[src/rtl/decode_dispatch_queue_if.sv]
// Decode-to-rename handshake bundle: enqueue side from decode, dequeue side to rename.
// The slave modport is the queue's view; master is the surrounding pipeline's view.
interface decode_dispatch_queue_if #(
   parameter int MAX_OPERANDS = 3,
   parameter int ARN_BITS     = 6,
   parameter int FUC_BITS     = 2
);
   logic                                  in_valid;
   logic                                  in_ready;
   logic [31:0]                           in_raw_instr;
   logic [63:0]                           in_instr_pc;
   logic [FUC_BITS-1:0]                   in_fu_choice;
   logic [MAX_OPERANDS-1:0][ARN_BITS-1:0] in_arn_inputs;
   logic [MAX_OPERANDS-1:0][ARN_BITS-1:0] in_arn_outputs;

   logic                                  out_valid;
   logic                                  out_ready;
   logic [31:0]                           out_raw_instr;
   logic [63:0]                           out_instr_pc;
   logic [FUC_BITS-1:0]                   out_fu_choice;
   logic [MAX_OPERANDS-1:0][ARN_BITS-1:0] out_arn_inputs;
   logic [MAX_OPERANDS-1:0][ARN_BITS-1:0] out_arn_outputs;

   modport slave (
      input  in_valid, in_raw_instr, in_instr_pc, in_fu_choice, in_arn_inputs, in_arn_outputs,
      output in_ready,
      output out_valid, out_raw_instr, out_instr_pc, out_fu_choice, out_arn_inputs, out_arn_outputs,
      input  out_ready
   );

   modport master (
      output in_valid, in_raw_instr, in_instr_pc, in_fu_choice, in_arn_inputs, in_arn_outputs,
      input  in_ready,
      input  out_valid, out_raw_instr, out_instr_pc, out_fu_choice, out_arn_inputs, out_arn_outputs,
      output out_ready
   );
endinterface

[src/rtl/decode_dispatch_queue.sv]
// First-word-fall-through queue between decode and rename, with stall gating on
// the read side and a flush that empties the queue and issues a one-cycle fetch redirect.
module decode_dispatch_queue #(
   parameter int DEPTH        = 8,
   parameter int MAX_OPERANDS = 3,
   parameter int ARN_BITS     = 6,
   parameter int FUC_BITS     = 2,
   parameter int AF_THRESH    = DEPTH - 2
) (
   input  logic                      clk,
   input  logic                      rst,
   decode_dispatch_queue_if.slave    q_if,
   input  logic                      stall,
   input  logic                      flush,
   input  logic [63:0]               flush_pc,
   output logic                      set_pc_valid,
   output logic [63:0]               set_pc,
   output logic [$clog2(DEPTH):0]    count,
   output logic                      almost_full
);
   localparam int PW = $clog2(DEPTH);
   localparam int CW = PW + 1;

   typedef struct packed {
      logic [31:0]                           raw;
      logic [63:0]                           pc;
      logic [FUC_BITS-1:0]                   fu;
      logic [MAX_OPERANDS-1:0][ARN_BITS-1:0] arn_in;
      logic [MAX_OPERANDS-1:0][ARN_BITS-1:0] arn_out;
   } entry_t;

   entry_t          mem [DEPTH];
   entry_t          wr_ent;
   entry_t          head;
   logic [PW-1:0]   wr_ptr;
   logic [PW-1:0]   rd_ptr;
   logic            spv_q;
   logic            enq;
   logic            deq;

   // Full blocks enqueue outright, even when a dequeue happens in the same cycle.
   assign q_if.in_ready  = !rst && (count < CW'(DEPTH)) && !flush;
   assign q_if.out_valid = !rst && (count != '0) && !stall && !flush;
   assign enq            = q_if.in_valid && q_if.in_ready;
   assign deq            = q_if.out_valid && q_if.out_ready;
   assign almost_full    = !rst && (count >= CW'(AF_THRESH));
   assign set_pc_valid   = spv_q && !rst;

   assign wr_ent = '{raw:     q_if.in_raw_instr,
                     pc:      q_if.in_instr_pc,
                     fu:      q_if.in_fu_choice,
                     arn_in:  q_if.in_arn_inputs,
                     arn_out: q_if.in_arn_outputs};

   // Storage carries no reset; contents are only meaningful under out_valid.
   always_ff @(posedge clk) begin
      if (enq) mem[wr_ptr] <= wr_ent;
   end

   assign head                 = mem[rd_ptr];
   assign q_if.out_raw_instr   = head.raw;
   assign q_if.out_instr_pc    = head.pc;
   assign q_if.out_fu_choice   = head.fu;
   assign q_if.out_arn_inputs  = head.arn_in;
   assign q_if.out_arn_outputs = head.arn_out;

   always_ff @(posedge clk) begin
      if (rst) begin
         wr_ptr <= '0;
         rd_ptr <= '0;
         count  <= '0;
         spv_q  <= 1'b0;
         set_pc <= '0;
      end else if (flush) begin
         wr_ptr <= '0;
         rd_ptr <= '0;
         count  <= '0;
         spv_q  <= 1'b1;
         set_pc <= flush_pc;
      end else begin
         spv_q <= 1'b0;
         if (enq) wr_ptr <= wr_ptr + PW'(1);
         if (deq) rd_ptr <= rd_ptr + PW'(1);
         count <= count + CW'(enq) - CW'(deq);
      end
   end
endmodule

[src/flat_wrapper.sv]
// flat-port wrapper written by rule: the top's interface ports become plain ports
module decode_dispatch_queue_flat 
#(
   parameter int DEPTH        = 8,
   parameter int MAX_OPERANDS = 3,
   parameter int ARN_BITS     = 6,
   parameter int FUC_BITS     = 2,
   parameter int AF_THRESH    = DEPTH - 2
)
  (clk, rst, stall, flush, flush_pc, set_pc_valid, set_pc, count, almost_full, q_if_in_valid, q_if_in_raw_instr, q_if_in_instr_pc, q_if_in_fu_choice, q_if_in_arn_inputs, q_if_in_arn_outputs, q_if_in_ready, q_if_out_valid, q_if_out_raw_instr, q_if_out_instr_pc, q_if_out_fu_choice, q_if_out_arn_inputs, q_if_out_arn_outputs, q_if_out_ready);
  decode_dispatch_queue_if #(.MAX_OPERANDS(MAX_OPERANDS), .ARN_BITS(ARN_BITS), .FUC_BITS(FUC_BITS)) q_if_i ();
  input  logic clk;
  input  logic rst;
  input  logic stall;
  input  logic flush;
  input  logic [63:0] flush_pc;
  output logic set_pc_valid;
  output logic [63:0] set_pc;
  output logic [$clog2(DEPTH):0] count;
  output logic almost_full;
  input wire logic [$bits(q_if_i.in_valid)-1:0] q_if_in_valid;
  input wire logic [$bits(q_if_i.in_raw_instr)-1:0] q_if_in_raw_instr;
  input wire logic [$bits(q_if_i.in_instr_pc)-1:0] q_if_in_instr_pc;
  input wire logic [$bits(q_if_i.in_fu_choice)-1:0] q_if_in_fu_choice;
  input wire logic [$bits(q_if_i.in_arn_inputs)-1:0] q_if_in_arn_inputs;
  input wire logic [$bits(q_if_i.in_arn_outputs)-1:0] q_if_in_arn_outputs;
  output wire logic [$bits(q_if_i.in_ready)-1:0] q_if_in_ready;
  output wire logic [$bits(q_if_i.out_valid)-1:0] q_if_out_valid;
  output wire logic [$bits(q_if_i.out_raw_instr)-1:0] q_if_out_raw_instr;
  output wire logic [$bits(q_if_i.out_instr_pc)-1:0] q_if_out_instr_pc;
  output wire logic [$bits(q_if_i.out_fu_choice)-1:0] q_if_out_fu_choice;
  output wire logic [$bits(q_if_i.out_arn_inputs)-1:0] q_if_out_arn_inputs;
  output wire logic [$bits(q_if_i.out_arn_outputs)-1:0] q_if_out_arn_outputs;
  input wire logic [$bits(q_if_i.out_ready)-1:0] q_if_out_ready;
  assign q_if_i.in_valid = q_if_in_valid;
  assign q_if_i.in_raw_instr = q_if_in_raw_instr;
  assign q_if_i.in_instr_pc = q_if_in_instr_pc;
  assign q_if_i.in_fu_choice = q_if_in_fu_choice;
  assign q_if_i.in_arn_inputs = q_if_in_arn_inputs;
  assign q_if_i.in_arn_outputs = q_if_in_arn_outputs;
  assign q_if_in_ready = q_if_i.in_ready;
  assign q_if_out_valid = q_if_i.out_valid;
  assign q_if_out_raw_instr = q_if_i.out_raw_instr;
  assign q_if_out_instr_pc = q_if_i.out_instr_pc;
  assign q_if_out_fu_choice = q_if_i.out_fu_choice;
  assign q_if_out_arn_inputs = q_if_i.out_arn_inputs;
  assign q_if_out_arn_outputs = q_if_i.out_arn_outputs;
  assign q_if_i.out_ready = q_if_out_ready;
  decode_dispatch_queue #(.DEPTH(DEPTH), .MAX_OPERANDS(MAX_OPERANDS), .ARN_BITS(ARN_BITS), .FUC_BITS(FUC_BITS), .AF_THRESH(AF_THRESH)) u_core (.clk(clk), .rst(rst), .q_if(q_if_i), .stall(stall), .flush(flush), .flush_pc(flush_pc), .set_pc_valid(set_pc_valid), .set_pc(set_pc), .count(count), .almost_full(almost_full));
endmodule
[config.mk]
export PLATFORM = sky130hd
export DESIGN_NAME = decode_dispatch_queue_flat
export DESIGN_NICKNAME = d
export VERILOG_FILES = /design/src/rtl/decode_dispatch_queue_if.sv /design/src/rtl/decode_dispatch_queue.sv /design/src/flat_wrapper.sv
export SDC_FILE = /design/constraint.sdc
export NUM_CORES = 1
export LEC_CHECK = 0
export BUFFER_PORTS_ARGS = -buffer_cell sky130_fd_sc_hd__clkbuf_2
export CAP_MARGIN = 0
export CORE_AREA = 2 2 275 277
export DETAILED_ROUTE_END_ITERATION = 6
export DIE_AREA = 0 0 277 279
export MAX_ROUTING_LAYER = met4
export PLACE_DENSITY = 0.79
export RECOVER_POWER = 100
export SLEW_MARGIN = 30
export SYNTH_ARGS = -nofsm -noshare
export SYNTH_HDL_FRONTEND = slang
export SYNTH_SLANG_ARGS = --single-unit
[constraint.sdc]
create_clock -name clk -period 15 [get_ports clk]
set_input_delay 2.25 -clock clk [delete_from_list [all_inputs] [get_ports clk]]
set_output_delay 2.25 -clock clk [all_outputs]
set_load 0.01 [all_outputs]
==> results.json, run 1 <==
{
  "outcome": "complete, but fails checks",
  "start_util_pct": 58.72,
  "area_growth_pct": 13.97,
  "drive_gt1_share_pct": 24.04,
  "synth_top_area_share_pct": 74.01,
  "clock_skew_ps": 25.13,
  "dp_cells": 3163,
  "rows": 100,
  "rrSetupSlack_ps": 8150,
  "cpMaxStageDelayCell": "clkbuf_1",
  "clk_pin_slew_ps": 60,
  "gr-usage-all-layers_pct": 23.64,
  "synth_simple_gate_area_share_pct": 1.053,
  "grt_start_max_net_pins": 151,
  "yosysTopAreaCell": "edfxtp_1",
  "cts_resized": 0,
  "power_density_nw_per_um2": 129.2,
  "endpoint_kind": "output pin",
  "max_freq_mhz": 102.2,
  "cts_inserted_buffers": 111,
  "avgSynthCellArea_um2": 23.56,
  "synth_area_um2": 43500,
  "drc": 0,
  "fin_crit_sh_pct": 65.22,
  "port_buffers": 409,
  "timing.slew.headroom_pct": -182.8,
  "fp.dieArea_um2": 77280,
  "synth_nets": 2059,
  "ys_seq_area_share_pct": 77.60,
  "worstMarginPinSlew_ps": 4243,
  "drtPass1Iterations": 5,
  "wl_per_cell_um": 26.01,
  "synth_compound_area_share_pct": 0.1410,
  "synthCells": 1846,
  "ys_seq_elements": 1150,
  "synth_top_family_by_area": "multiplexers",
  "die_x_um": 277,
  "cts_tree": "yes",
  "period_needed_ps": 9783,
  "hold_viol": 0,
  "cap_viol_max_count": 27,
  "insertion_delay_ps": 670,
  "multi_input_area_um2": 9114,
  "finalSetupTns_ps": 0,
  "vias_per_cell": 5.982,
  "hp-class": "reg -> reg",
  "final_common_cell": "edfxtp_1",
  "postCtsHoldBufs": 0,
  "final_core_util_pct": 66.93,
  "start_kind": "flop",
  "core_um2": 74070,
  "clock-sinks": 1150,
  "failed_checks": "max-capacitance violations, max-slew violations",
  "cp.arrival_ps": 7530,
  "power.leakage_nw": 15.61,
  "slew_viol_final": 1136,
  "cp_top_family": "buffers and inverters",
  "ios": 410,
  "vias": 20242,
  "synthTopCellsByArea": "edfxtp_1 (74%), mux4_2 (11%), mux4_1 (3.7%)",
  "cp_max_fo": 54,
  "p_total_mw": 6.403,
  "regArea_um2": 33760,
  "grt_pass1_wl_um": 132100,
  "ant_nets": 0,
  "critPathBufInv": 3,
  "root_buffer": "clkbuf_16",
  "nets": 2520,
  "fp.dieH_um": 279,
  "dp_hpwl_um": 47180,
  "grt_pass1_vias": 21578,
  "antenna_found_initial": 14,
  "postRouteWirelength_um": 88010,
  "synth_cell_types": 36,
  "required_ps": 12750,
  "most-common-layout-cells": "edfxtp_1 (1,072), clkbuf_1 (358), mux4_2 (206)",
  "path_class": "reg -> out",
  "synth_xor_area_share_pct": 0.06041,
  "vdd_drop_max_v": 0.00009332,
  "muxShareOfSynthArea_pct": 19.42,
  "routabilityCongestion": 0.8001,
  "rsz0062_at_grt": "no",
  "finalSetupViolCount": 0,
  "fillers": 4724,
  "crit_chain": "clkbuf_1, buf_6, mux4_2, mux2_1, clkbuf_2",
  "gr-total-overflow": 0,
  "fin_cells": 3384,
  "post_cts_buffers": 0,
  "clock_path_buffers": 3,
  "cp_slowest_stage_delay_ps": 3090,
  "drtIter0Drc": 1813,
  "ys.warnings.count": 0,
  "htreeDepth": 3,
  "synthAdderAreaFrac_pct": 0.2761
}
cell usage after synthesis (all sizes together):
library cell / count
a21o: 1
a21oi: 6
a221oi: 1
and2: 1
buf: 63
clkbuf: 27
dfxtp: 78
dlymetal6s2s: 2
edfxtp: 1072
fa: 1
ha: 8
inv: 6
mux2: 134
mux2i: 67
mux4: 268
nand2: 5
nand2b: 3
nand3: 4
nand3b: 1
nor2: 78
nor2b: 3
nor3: 3
nor3b: 1
nor4b: 1
o21ai: 3
or2: 1
or3: 3
or3b: 1
or4b: 1
xnor2: 1
xor2: 2
worst register-to-register path: stages, from the launching register on:
cell	delay, ps
dfxtp_1	380
nand2b_1	210
or3_1	420
nor2_1	1140
clkbuf_1	2350
clkbuf_1	1910
cell type report:
type / count / share of cell area [%]
well taps: 969 / 2.446
repair buffers: 440 / 3.756
diodes: 15 / 0.07572
flip-flops and latches: 1150 / 68.10
clock inverters: 64 / 1.355
multi-input cells: 598 / 18.38
clock buffers: 142 / 5.838
inverters: 6 / 0.04543
metal layers:
| layer | up-vias | part of all wire (%) | GRT usage [%] |
|---|---|---|---|
| li1 | 8710 | - | - |
| met1 | 10678 | 39 | 29.77 |
| met2 | 724 | 52 | 39.48 |
| met3 | 130 | 6.4 | 4.493 |
| met4 | 0 | 2.3 | 7.344 |
| met5 | - | 0 | - |
worst paths after layout:
kind / startpoint / cells past startpoint / to
max: flop / 5 / q_if_out_raw_instr[19]
min: u_core.rd_ptr[2] / 1 / flop
max reg2reg: u_core.count[3] / 5 / u_core.mem[4][63]
min reg2reg: u_core.rd_ptr[2] / 1 / flop
cells by family after synthesis:
family	after synthesis
xor gates and xnor gates	3
adders and majority gates	9
AOI/OAI and AO/OA	11
DFF	1150
muxes	469
buffers and inverters	98
and+or+nand+nor	106
registers in the layout, indices dropped and copies added, names as in the netlist, named ones only:
signal,flops
u_core.count,4
u_core.mem,1072
u_core.rd_ptr,3
u_core.set_pc,64
u_core.spv_q,1
u_core.wr_ptr,3
through the flow:
| stage | setup slack, ps | hold slack (ps) | cell area (um2) |
|---|---|---|---|
| 2_1_floorplan | 2085 | 432.8 | 43500 |
| 3_3_place_gp | 8941 | 454.2 | 46480 |
| 3_5_place_dp | 9168 | 454.3 | 46520 |
| 4_1_cts | 8418 | 462.4 | 50080 |
| 5_1_grt | 4249 | 502.9 | 49570 |
| 6_report | 5217 | 464.4 | 49570 |
where the power goes:
group | internal (mW) | switching, mW | total (mW)
Combinational | 0.0533 | 0.0949 | 0.148
Sequential | 3.53 | 0.0102 | 3.54
Clock | 1.57 | 1.14 | 2.71
(Power assumes the default switching activity.)
==> run 2, diff against run 1 <==
--- a/config.mk
+++ b/config.mk
@@ -7,11 +7,11 @@
 export LEC_CHECK = 0
 export BUFFER_PORTS_ARGS = -buffer_cell sky130_fd_sc_hd__clkbuf_2
 export CAP_MARGIN = 0
-export CORE_AREA = 2 2 275 277
+export CORE_AREA = 2 2 290 292
 export DETAILED_ROUTE_END_ITERATION = 6
-export DIE_AREA = 0 0 277 279
+export DIE_AREA = 0 0 292 294
 export MAX_ROUTING_LAYER = met4
-export PLACE_DENSITY = 0.79
+export PLACE_DENSITY = 0.75
 export RECOVER_POWER = 100
 export SLEW_MARGIN = 30
 export SYNTH_ARGS = -nofsm -noshare
==> constraint.sdc (replaced) <==
create_clock -name clk -period 7.8 [get_ports clk]
set_input_delay 1.17 -clock clk [delete_from_list [all_inputs] [get_ports clk]]
set_output_delay 1.17 -clock clk [all_outputs]
set_load 0.01 [all_outputs]
==> run 2 against run 1 <==
The flow still finishes with violations (max-capacitance violations, max-slew violations). Sequential share of layout area shrank 0.59 points. Largest cell class unchanged. Largest power group unchanged. Clock skew shrank 11 ps. Die area up 11%. Flip-flop and latch count did not move. Wire length increased by 0.65%.
==> results.json, run 2 (synthesis gave the netlist of run 1 again) <==
{
  "min_from": "u_core.rd_ptr[2]",
  "worstMarginPinSlew_ps": 4411,
  "hold_viol": 0,
  "postRouteWirelength_um": 88580,
  "grt_pass1_vias": 21570,
  "antenna_found_initial": 15,
  "drtPass1Iterations": 7,
  "wl_per_cell_um": 25.34,
  "port_buffers": 409,
  "path_class": "in -> reg",
  "vias": 20216,
  "drtIter0Drc": 1487,
  "vias_per_cell": 5.783,
  "r2r_start": "u_core.count[3]",
  "hp-class": "reg -> reg",
  "grt_start_max_net_pins": 135,
  "required_ps": 8090,
  "vdd_drop_max_v": 0.0002001,
  "gr-total-overflow": 0,
  "final_common_cell": "edfxtp_1",
  "drive_gt1_share_pct": 24.76,
  "htreeDepth": 3,
  "outcome": "complete, but fails checks",
  "slew_viol_final": 457,
  "start_kind": "input port",
  "die_x_um": 292,
  "fp.dieH_um": 294,
  "cp.arrival_ps": 6050,
  "final_area_um2": 50010,
  "rsz0062_at_grt": "no",
  "finalSetupViolCount": 0,
  "cap_viol_max_count": 9,
  "post_cts_buffers": 0,
  "power_density_nw_per_um2": 248.9,
  "most-common-layout-cells": "edfxtp_1 (1,072), clkbuf_1 (329), mux4_2 (206)",
  "cts_resized": 0,
  "fp.dieArea_um2": 85850,
  "rows": 106,
  "clock-sinks": 1150,
  "start_util_pct": 52.47,
  "failed_checks": "max-capacitance violations, max-slew violations",
  "cp_max_fo": 72,
  "root_buffer": "clkbuf_16",
  "top_register": "u_core.mem",
  "insertion_delay_ps": 670,
  "power.leakage_nw": 15.74,
  "clock_skew_ps": 14.38,
  "gr-usage-all-layers_pct": 21.24,
  "rrSetupSlack_ps": 3890,
  "min_path_cells": 1,
  "dp_hpwl_um": 47960,
  "place_area_um2": 46710,
  "area_growth_pct": 14.97,
  "fin_cells": 3496,
  "ant_nets": 0,
  "dp_cells": 3271,
  "period_needed_ps": 5762,
  "nets": 2520,
  "routabilityCongestion": 0.8689,
  "rr_endpoint": "u_core.mem[1][84]",
  "clock_path_buffers": 3,
  "endpoint_kind": "flop",
  "cts_inserted_buffers": 112,
  "reg_top3": "u_core.mem (1072), u_core.set_pc (64), u_core.count (4)",
  "r2r_cells": 5,
  "clk_pin_slew_ps": 60,
  "cts_tree": "yes",
  "fillers": 5851,
  "core_um2": 82890,
  "max_freq_mhz": 173.6,
  "drc": 0,
  "postCtsHoldBufs": 0,
  "timing.slew.headroom_pct": -194.1,
  "grt_pass1_wl_um": 132200,
  "ios": 410,
  "fin_crit_sh_pct": 73.87,
  "largest_reg_flops": 1072
}
## run 2: per-layer routing
metal / vias up / share of wire [%] / GRT usage, % / wire length, um
li1: 8711 / - / - / -
met1: 10670 / 40 / 27.49 / 35820
met2: 722 / 51 / 34.62 / 44770
met3: 113 / 7.3 / 4.675 / 6495
met4: 0 / 1.7 / 5.406 / 1496
met5: - / 0 / - / 0
## run 2: through the flow
stage / util (%) / setup TNS [ps] / setup WS (ps) / hold WS (ps) / total power [mW]
floorplan: - / -199620 / -414.9 / 432.8 / 7.061
finish: 60.33 / 0 / 2038 / 464.6 / 12.45
CTS: 60.78 / 0 / 3194 / 460.3 / 12.57
global route: 60.32 / 0 / 1533 / 496.9 / 12.83
detailed placement: 56.35 / 0 / 3357 / 440.6 / 7.246
global placement: 56.32 / 0 / 3424 / 436.7 / 7.224
## run 2: area by class of cell
| cell class | instances | area (um2) | share of cell area (%) |
|---|---|---|---|
| clock buffers | 132 | 2878 | 5.755 |
| inverters | 6 | 22.52 | 0.04504 |
| flip-flops and latches | 1150 | 33760 | 67.51 |
| repair buffers | 439 | 2028 | 4.056 |
| multi-input cells | 598 | 9133 | 18.26 |
| diodes | 17 | 42.54 | 0.08507 |
| well taps | 1080 | 1351 | 2.702 |
| clock inverters | 74 | 793.3 | 1.586 |
## run 2: worst max path at each step
stage / end / startpoint / cells after the start
after global placement: u_core.mem[7][87] / rst / 7
after CTS: q_if_out_raw_instr[12] / flop / 4
after floorplan: u_core.mem[2][0] / rst / 4
final: u_core.mem[0][84] / rst / 7
after detailed placement: u_core.mem[7][90] / rst / 7
after global routing: u_core.mem[5][97] / rst / 6
## run 2: power by group
| part | switching, mW | leakage, nW | total (mW) | internal, mW |
|---|---|---|---|---|
| Combinational | 0.184 | 3.67 | 0.290 | 0.106 |
| Clock | 2.24 | 1.76 | 5.35 | 3.10 |
| Sequential | 0.0197 | 10.3 | 6.81 | 6.79 |
| Total | 2.45 | 15.7 | 12.4 | 10.0 |
## run 2: critical path: stages
cell	delay [ps]
clkbuf_1	90
clkbuf_1	1070
or2_0	830
or3_1	540
nor3_4	170
clkbuf_1	1280
buf_4	860
==> run 3, diff against run 2 <==
--- a/config.mk
+++ b/config.mk
@@ -5,11 +5,12 @@
 export SDC_FILE = /design/constraint.sdc
 export NUM_CORES = 1
 export LEC_CHECK = 0
+export ABC_AREA = 1
 export BUFFER_PORTS_ARGS = -buffer_cell sky130_fd_sc_hd__clkbuf_2
 export CAP_MARGIN = 0
-export CORE_AREA = 2 2 290 292
+export CORE_AREA = 2 2 293 295
 export DETAILED_ROUTE_END_ITERATION = 6
-export DIE_AREA = 0 0 292 294
+export DIE_AREA = 0 0 295 297
 export MAX_ROUTING_LAYER = met4
 export PLACE_DENSITY = 0.75
 export RECOVER_POWER = 100
==> constraint.sdc (replaced) <==
create_clock -name clk -period 5.2 [get_ports clk]
set_input_delay 0.78 -clock clk [delete_from_list [all_inputs] [get_ports clk]]
set_output_delay 0.78 -clock clk [all_outputs]
set_load 0.01 [all_outputs]
==> run 3 against run 2 <==
The run still ends with max-capacitance violations, max-slew violations left. Area after synthesis increased by 2.4%. Count of clock-buffer cells in the layout up 1. Clock skew increased by 8.4 ps. Sequential power grew 50%. Final cell count rose by 48%. Wire length rose by 9.8%. Die area up 2.1%. Global-route usage is 1.3 points higher. Register-to-register slack lost 3100 ps. Highest routed layer unchanged.
==> results.json, run 3 <==
{
  "outcome": "complete, but fails checks",
  "failed_checks": "max-capacitance violations, max-slew violations",
  "ys_seq_area_share_pct": 75.76,
  "synthCells": 3545,
  "grt_start_max_net_pins": 279,
  "drtPass1Iterations": 5,
  "clock-sinks": 1150,
  "root_buffer": "clkbuf_16",
  "ios": 410,
  "synth_simple_gate_area_share_pct": 10.65,
  "finalSetupViolCount": 0,
  "largest_reg_flops": 1072,
  "postCtsHoldBufs": 0,
  "insertion_delay_ps": 660,
  "period_needed_ps": 4551,
  "post_cts_buffers": 0,
  "postRouteWirelength_um": 97310,
  "dp_cells": 4930,
  "gr-usage-all-layers_pct": 22.56,
  "drtIter0Drc": 2239,
  "fp.dieArea_um2": 87620,
  "fin_crit_sh_pct": 87.53,
  "most-common-layout-cells": "edfxtp_1 (1,072), nor2_1 (829), o21ai_0 (522)",
  "path_class": "reg -> out",
  "synth_area_um2": 44550,
  "synthArstFlopShare_pct": 0,
  "synth_nets": 3758,
  "synth-edff-count": 1072,
  "cts_tree": "yes",
  "drc": 0,
  "finalSetupTns_ps": 0,
  "switchingPower_mw": 3.661,
  "routabilityCongestion": 0.8331,
  "vias_per_cell": 5.413,
  "slew_viol_final": 944,
  "synth_most_common_cell": "edfxtp_1",
  "p_clk_share_pct": 42.3,
  "synth_cell_types": 28,
  "ant_nets": 0,
  "pre_cts_ws_ps": 1858,
  "synth_xor_area_share_pct": 0.01966,
  "synthAdderAreaFrac_pct": 0.2696,
  "worstMarginPinSlew_ps": 3878,
  "p_int_mw": 14.78,
  "ys_seq_elements": 1150,
  "grt_pass1_wl_um": 149000,
  "synthTopCellsByCount": "edfxtp_1 (1,072), nor2_1 (830), o21ai_0 (437)",
  "core_um2": 84480,
  "r2r_start": "u_core.count[3]",
  "final_common_cell": "edfxtp_1",
  "cap_viol_max_count": 19,
  "clk_pin_slew_ps": 60,
  "timing.slew.headroom_pct": -158.6,
  "fin_cells": 5159,
  "seqPwrFrac_pct": 55.4,
  "yosys_most_used_dff": "edfxtp_1",
  "combPwrFrac_pct": 2.3,
  "grt_pass1_vias": 26795,
  "required_ps": 4420,
  "nets": 4109,
  "start_util_pct": 52.74,
  "htreeDepth": 3,
  "cp_max_fo": 278,
  "port_buffers": 409,
  "synthTopCellsByArea": "edfxtp_1 (72%), nor2_1 (7.0%), o21ai_0 (4.9%)",
  "synth_compound_area_share_pct": 10.41,
  "wl_per_cell_um": 18.86,
  "hp-class": "in -> reg",
  "fp.dieH_um": 297,
  "reg_top3": "u_core.mem (1072), u_core.set_pc (64), u_core.count (4)",
  "rsz0062_at_grt": "no",
  "area_growth_pct": 13.61,
  "gr-total-overflow": 0,
  "yosysTopAreaCell": "edfxtp_1",
  "clock_path_buffers": 3,
  "fin_ws_ps": 648.6,
  "cts_resized": 0,
  "min_from": "flush_pc[7]",
  "ys.warnings.count": 0,
  "synth_top_area_share_pct": 72.25,
  "antenna_found_initial": 18,
  "cts_inserted_buffers": 108,
  "muxShareOfSynthArea_pct": 0,
  "power_density_nw_per_um2": 364.3,
  "top_register": "u_core.mem",
  "rows": 107,
  "vias": 27924,
  "endpoint_kind": "output pin",
  "max_freq_mhz": 219.7,
  "drive_gt1_share_pct": 9.173,
  "cp.arrival_ps": 3770,
  "synth_top_family_by_area": "simple AND/OR/NAND/NOR gates",
  "avgSynthCellArea_um2": 12.57,
  "die_x_um": 295,
  "hold_viol": 0,
  "clock_skew_ps": 22.79,
  "dp_hpwl_um": 52990,
  "power.leakage_nw": 17.54,
  "vdd_drop_max_v": 0.0002748,
  "start_kind": "flop",
  "switching_share_pct": 19.86
}
[run 3: cell types whose count changed after synthesis, moves of 35 or more]
cell,previous run,this run
buf_2,25,60
a22o_1,0,64
nor2_1,78,830
clkbuf_1,27,86
mux4_2,206,0
o21ai_1,0,369
o21ai_0,3,437
mux2i_1,67,0
nand2_1,5,424
mux4_1,62,0
mux2_2,134,0
[run 3: logic make-up after synthesis]
kind of cell	count (synthesis)
xor gates and xnor gates	1
adders and majority gates	9
buffers and inverters	246
and+or+nand+nor	1261
DFF	1150
AOI/OAI and AO/OA	878
[run 3: metrics by stage]
stage	hold WS (ps)	area [um2]	utilization [%]	power, mW
after floorplan	462.7	44580	-	10.57
after global placement	467.4	47680	56.44	10.84
after detailed placement	469.3	47680	56.44	10.85
after CTS	272.4	51290	60.71	18.60
after global routing	287.4	50600	59.89	18.96
final	321.7	50610	59.92	18.44
[run 3: final timing paths]
path                            to  slack [ps]  cells after the start
min reg2reg      u_core.set_pc[43]         480                      1
min               u_core.set_pc[7]         320                      2
max          q_if_out_instr_pc[33]         650                      7
max reg2reg      u_core.mem[5][18]         780                      6
[run 3: power groups by stage]
stage	registers, mW	clock network (mW)	logic (mW)
2_1_floorplan	10.4	0	0.156
3_3_place_gp	10.4	0	0.443
3_5_place_dp	10.4	0	0.456
4_1_cts	10.2	7.94	0.457
5_1_grt	10.2	8.27	0.476
6_report	10.2	7.81	0.423
[run 3: metal layers]
layer  global-route usage (%)  wire length, um
met1                    28.77            39580
met4                    8.965             2931
met5                        -                0
met3                    4.072             6964
met2                    36.03            47830
[run 3: area by class of cell]
type / instances / area, um2
Timing Repair Buffer: 463 / 2106
Fill cell: 6509 / 33860
Inverter: 24 / 121.4
Tap cell: 1144 / 1431
Multi-Input combinational cell: 2149 / 9523
Clock buffer: 133 / 3039
Antenna cell: 25 / 62.56
Sequential cell: 1150 / 33760
Clock inverter: 71 / 568.0
[run 3: critical path: stages (launching register included)]
cell	delay [ps]
dfxtp_4	790
clkinv_16	660
clkbuf_4	700
o21ai_0	360
o21ai_1	110
nand2_1	70
nand2_1	90
clkbuf_2	130
